[src/rtl/fetch_sequencer.sv]
// Front-end fetch sequencer: owns the PC, runs one imem request at a time and
// hands each fetched word to decode over a valid/ready handshake.
module fetch_sequencer #(
    parameter int                    ADDR_WIDTH = 32,
    parameter int                    DATA_WIDTH = 32,
    parameter logic [ADDR_WIDTH-1:0] RESET_PC   = '0,
    parameter int                    PC_STEP    = 4,
    parameter int                    TIMEOUT    = 15
) (
    input  logic                  clk,
    input  logic                  reset,
    output logic                  imem_req,
    output logic [ADDR_WIDTH-1:0] imem_addr,
    input  logic                  imem_ack,
    input  logic [DATA_WIDTH-1:0] imem_rdata,
    output logic                  inst_valid,
    input  logic                  inst_ready,
    output logic [DATA_WIDTH-1:0] inst_out,
    output logic [ADDR_WIDTH-1:0] inst_pc,
    input  logic                  redirect_valid,
    input  logic [ADDR_WIDTH-1:0] redirect_target,
    input  logic                  halt_req,
    output logic                  halted,
    output logic                  fault
);

    localparam int                    CNT_W     = $clog2(TIMEOUT + 1);
    localparam logic [CNT_W-1:0]      TCNT_LAST = CNT_W'(TIMEOUT - 1);
    localparam logic [ADDR_WIDTH-1:0] STEP_INC  = ADDR_WIDTH'(PC_STEP);
    localparam logic [ADDR_WIDTH-1:0] STEP_MASK = ADDR_WIDTH'(PC_STEP - 1);

    typedef enum logic [2:0] {
        IDLE   = 3'd0,
        FETCH  = 3'd1,
        ISSUE  = 3'd2,
        DRAIN  = 3'd3,
        HALTED = 3'd4,
        FAULT  = 3'd5
    } state_t;

    state_t                  state_reg, state_next;
    logic [ADDR_WIDTH-1:0]   pc_reg, pc_next;
    logic [ADDR_WIDTH-1:0]   drain_addr_reg, drain_addr_next;
    logic [DATA_WIDTH-1:0]   inst_out_reg, inst_out_next;
    logic [ADDR_WIDTH-1:0]   inst_pc_reg, inst_pc_next;
    logic [CNT_W-1:0]        tcnt_reg, tcnt_next;
    logic                    halted_reg, halted_next;
    logic                    fault_reg, fault_next;
    logic [ADDR_WIDTH-1:0]   target_masked;

    // Redirect targets are forced onto an instruction boundary.
    genvar gi;
    generate
        for (gi = 0; gi < ADDR_WIDTH; gi++) begin : g_mask
            assign target_masked[gi] = redirect_target[gi] & ~STEP_MASK[gi];
        end
    endgenerate

    always_ff @(posedge clk) begin
        if (reset) begin
            state_reg      <= IDLE;
            pc_reg         <= RESET_PC;
            drain_addr_reg <= '0;
            inst_out_reg   <= '0;
            inst_pc_reg    <= '0;
            tcnt_reg       <= '0;
            halted_reg     <= 1'b0;
            fault_reg      <= 1'b0;
        end else begin
            state_reg      <= state_next;
            pc_reg         <= pc_next;
            drain_addr_reg <= drain_addr_next;
            inst_out_reg   <= inst_out_next;
            inst_pc_reg    <= inst_pc_next;
            tcnt_reg       <= tcnt_next;
            halted_reg     <= halted_next;
            fault_reg      <= fault_next;
        end
    end

    // Counter defaults to zero so every entry into FETCH/DRAIN starts a fresh
    // wait window; it only advances while a request sits unanswered.
    always_comb begin
        state_next      = state_reg;
        pc_next         = pc_reg;
        drain_addr_next = drain_addr_reg;
        inst_out_next   = inst_out_reg;
        inst_pc_next    = inst_pc_reg;
        tcnt_next       = '0;

        case (state_reg)
            IDLE: begin
                state_next = FETCH;
            end

            FETCH: begin
                if (redirect_valid) begin
                    pc_next = target_masked;
                    if (imem_ack) begin
                        state_next = FETCH;
                    end else begin
                        // Request is still outstanding at the old address.
                        state_next      = DRAIN;
                        drain_addr_next = pc_reg;
                    end
                end else if (imem_ack) begin
                    inst_out_next = imem_rdata;
                    inst_pc_next  = pc_reg;
                    state_next    = ISSUE;
                end else if (tcnt_reg == TCNT_LAST) begin
                    state_next = FAULT;
                end else begin
                    tcnt_next = tcnt_reg + 1'b1;
                end
            end

            ISSUE: begin
                if (redirect_valid) begin
                    pc_next    = target_masked;
                    state_next = FETCH;
                end else if (inst_ready) begin
                    if (halt_req) begin
                        state_next = HALTED;
                    end else begin
                        pc_next    = pc_reg + STEP_INC;
                        state_next = FETCH;
                    end
                end
            end

            DRAIN: begin
                if (redirect_valid) begin
                    pc_next = target_masked;
                end
                if (imem_ack) begin
                    state_next = FETCH;
                end else if (tcnt_reg == TCNT_LAST) begin
                    state_next = FAULT;
                end else begin
                    tcnt_next = tcnt_reg + 1'b1;
                end
            end

            HALTED: state_next = HALTED;
            FAULT:  state_next = FAULT;
            default: state_next = IDLE;
        endcase

        halted_next = halted_reg | (state_next == HALTED);
        fault_next  = fault_reg  | (state_next == FAULT);
    end

    assign imem_req   = (state_reg == FETCH) || (state_reg == DRAIN);
    assign imem_addr  = (state_reg == DRAIN) ? drain_addr_reg : pc_reg;
    assign inst_valid = (state_reg == ISSUE);
    assign inst_out   = inst_out_reg;
    assign inst_pc    = inst_pc_reg;
    assign halted     = halted_reg;
    assign fault      = fault_reg;

endmodule

[config.mk]
export PLATFORM = sky130hd
export DESIGN_NAME = fetch_sequencer
export DESIGN_NICKNAME = d
export VERILOG_FILES = /design/src/rtl/fetch_sequencer.sv
export SDC_FILE = /design/constraint.sdc
export NUM_CORES = 1
export LEC_CHECK = 0
export ABC_AREA = 1
export CORE_MARGIN = 5
export CORE_UTILIZATION = 52
export CTS_CLUSTER_DIAMETER = 80
export DETAILED_ROUTE_END_ITERATION = 12
export PLACE_DENSITY = 0.88
export SETUP_SLACK_MARGIN = 0.2
export SLEW_MARGIN = 30
export SYNTH_ARGS = -nofsm -noshare
export SYNTH_HDL_FRONTEND = slang
export SYNTH_SLANG_ARGS = --single-unit
[constraint.sdc]
create_clock -name clk -period 2.6 [get_ports clk]
set_clock_uncertainty 0.15 [all_clocks]
set_input_delay 0.39 -clock clk [delete_from_list [all_inputs] [get_ports clk]]
set_output_delay 0.39 -clock clk [all_outputs]
set_load 0.01 [all_outputs]
==> results of run 1 <==
## placed cells by master (no fill, tap or decap), drive strengths merged
master / n
clkdlybuf4s50: 133
nand4: 7
inv: 65
nor4b: 1
xor2: 4
nor3: 6
o21ai: 150
o211ai: 3
ha: 3
nand3: 47
clkdlybuf4s15: 4
nor2: 143
buf: 18
nand3b: 1
bufbuf: 2
xnor2: 2
conb: 4
clkbuf: 29
a21oi: 82
or2: 5
nand2: 193
a31oi: 2
and3: 1
o31ai: 1
dfxtp: 131
clkinv: 3
clkinvlp: 1
dlygate4sd2: 23
## where the power goes
group | switching (W) | internal (W)
registers | 0.0000842 | 0.00212
logic | 0.000405 | 0.000372
clock network | 0.000828 | 0.00135
total | 0.00132 | 0.00385
## layout make-up
type,instances,share of cell area
Sequential cell,131,0.312
Inverter,65,0.0293
Tap cell,143,0.0212
Timing Repair Buffer,183,0.221
Clock inverter,4,0.00267
Multi-Input combinational cell,655,0.352
Clock buffer,26,0.0616
## logic make-up (layout without fill, tap and decap cells)
group	after synthesis	count (layout)
AO/OA/AOI/OAI	238	238
XOR/XNOR	6	6
adder cells (fa/ha/maj)	3	3
buffers and inverters	120	278
flip-flops	131	131
other	1	4
AND/OR/NAND/NOR	404	404
## worst min-delay path by stage
stage,to,slack [ns],depth (start not counted)
detailed placement,halted,0.30,2
CTS,halted,0.32,2
finish,halted,0.32,2
global route,halted,0.34,2
floorplan,tcnt_reg[0],0.30,1
global placement,halted,0.29,2
## layer usage
layer,wire (microns),share of wire,track usage
met2,8540,0.47,0.431
met3,1950,0.11,0.0947
met5,0,0,0
met1,7330,0.40,0.306
met4,523,0.029,0.112
## stage by stage
stage	std cells	hold slack, ns
floorplan	906	0.305
global placement	1175	0.293
detailed placement	1175	0.302
CTS	1207	0.317
global route	1207	0.336
finish	1207	0.315
## worst reg2reg max path, stage by stage (launching register included)
cell and delay, ns:
dfxtp_1 0.41, ha_1 0.22, nand2_1 0.08, nor2_1 0.20
nand3_1 0.17, nor2_1 0.30, nand2_1 0.09, nand2_1 0.08
nand2_1 0.05, nand2_1 0.05, a21oi_1 0.06
## timing repair
action                                  in CTS  in global routing
endpoints found under the setup margin      30                 28
resized for setup                           37                 14
cloned                                       2                  0
==> qor.yml, run 1 <==
critical_path:
  crit_buf_inv: 4
  crit_chain: "inv_2, nand3_2, inv_4, bufbuf_16, o21ai_0, dlygate4sd2_1"
  path_delay_family: "buffers and inverters"
  required_ns: 2.06
  cp.depth: 6
  crit_end: "imem_addr[26]"
  critPathKind: "register to output port"
  crit_path_end_kind: "output port"
  r2r_start: "pc_reg[3]"
  worst_r2r_path_depth: 10
  r2r_setup_slack_ns: 0.62
  cp-startpoint: "state_reg[2]"
  worst_path_max_delay_cell: "dfxtp_2"
  start_kind: "register"
  crit_path_max_fanout: 27
  r2r-end: "pc_reg[22]"
  crit_arrival_ns: 1.79
  cp_slowest_stage_delay_ns: 0.37
sta:
  clock.fmax_mhz: 429
  tightest_slew_ns: 0.577
  slew_headroom: 0.615
  rsz0062_at_grt: "yes"
  min_period_ns: 2.33
  slew_violations: 0
  period_share: 0.896
  setup_viol: 0
  fin_tns_setup_ns: 0
  hold_viol: 0
  fin_ws_ns: 0.270
cells_and_area:
  drive_above_1_share: 0.0667
  seqCellArea_sq_um: 2630
  nets: 1126
  n_antenna_cell: 0
  fill_cells: 883
  largest_reg_flops: 32
  area_delta_synth_final_pct: 38.6
  utilization: 0.738
  multi_input_area_sq_um: 2970
  stdcell_area_sq_um: 8420
synth:
  synth_common_cells: "nand2_1 (192), nor2_1 (141), o21ai_0 (141)"
  yosysWarnings: 0
  ys_ff_latch: 131
  synth_fa_ha_area_frac: 0.00618
  synthSimpleGateAreaFrac: 0.273
  synth_top_family_by_area: "simple AND/OR/NAND/NOR gates"
  async_flop_share: 0
  synth.mux.area_fraction: 0
  synth_edf_count: 0
  yosysTopAreaCellShare: 0.432
  synth_cell_types: 34
  synth-compound-area-share: 0.198
  netlist_top_cells_area: "dfxtp_1 (43%), nand2_1 (12%), o21ai_0 (12%), nor2_1 (8.7%), a21oi_1 (6.8%)"
  synth_top_flop_cell: "dfxtp_1"
  synth_xor_area_frac: 0.00865
  syn_area_per_cell_sq_um: 6.73
  syn-instance-count: 903
  yosys.area.top_type: "dfxtp_1"
  yosysMostFrequentCell: "nand2_1"
  syn_area_sq_um: 6080
  seq_area_frac_synth: 0.432
routing:
  drc: 0
  wl_per_cell_microns: 15.2
  wirelength_microns: 18300
  postRouteAntennaNets: 0
  drt_iter0_drc: 626
  firstDrtPassIters: 6
  vias_per_cell: 5.42
  vias: 6538
power_and_ir_drop:
  power_leakage_nw: 3.42
  ir_drop_uv: 648
  power_w: 0.00517
  powerDensity_nw_per_um2: 613
clocking:
  hold_buffers: 0
  clockBufferDepth: 2
  tritoncts: "built"
  cts_sinks: 131
  cts-buffers-inserted: 17
  htree_num_levels: 4
  cts_setup_buffers: 0
  clk_pin_slew_ns: 0.05
  root_buffer: "clkbuf_16"
  clock_latency_ns: 0.42
grt:
  antenna_found_initial: 0
  grt_overflow: 0
  grt_pass1_wl_microns: 30300
  grt_max_degree: 52
  first_global_vias: 6258
  grt_use_total: 0.261
placement:
  dp_hpwl_microns: 12300
  place_area_sq_um: 7850
  io_buffers: 163
  dp_slack_ns: 0.325
  gp_congestion: 0.950
floorplan:
  num_io_pins: 170
  initial_utilization: 0.532
  die_x_microns: 118
  dieArea_sq_um: 13900
  coreArea_sq_um: 11400
  num_rows: 39
  die_h_microns: 118
run_status:
  outcome: "complete, no violations"
hold_path:
  hp-class: "register to register"
  min_from: "halted"
job:
  max-cap-violations: 0
(Power assumes the default switching activity.)
==> inputs of run 2 (changes only) <==
--- a/config.mk
+++ b/config.mk
@@ -8,11 +8,9 @@
 export ABC_AREA = 1
 export CORE_MARGIN = 5
 export CORE_UTILIZATION = 52
-export CTS_CLUSTER_DIAMETER = 80
 export DETAILED_ROUTE_END_ITERATION = 12
 export PLACE_DENSITY = 0.88
 export SETUP_SLACK_MARGIN = 0.2
-export SLEW_MARGIN = 30
 export SYNTH_ARGS = -nofsm -noshare
 export SYNTH_HDL_FRONTEND = slang
 export SYNTH_SLANG_ARGS = --single-unit
==> results of run 2 <==
Final layout, timing and power as in run 1 (identical DEF).
==> inputs of run 3 (changes only) <==
--- a/config.mk
+++ b/config.mk
@@ -6,6 +6,7 @@
 export NUM_CORES = 1
 export LEC_CHECK = 0
 export ABC_AREA = 1
+export CAP_MARGIN = 20
 export CORE_MARGIN = 5
 export CORE_UTILIZATION = 52
 export DETAILED_ROUTE_END_ITERATION = 12
==> results of run 3 <==
Final layout, timing and power as in run 1 (identical DEF).
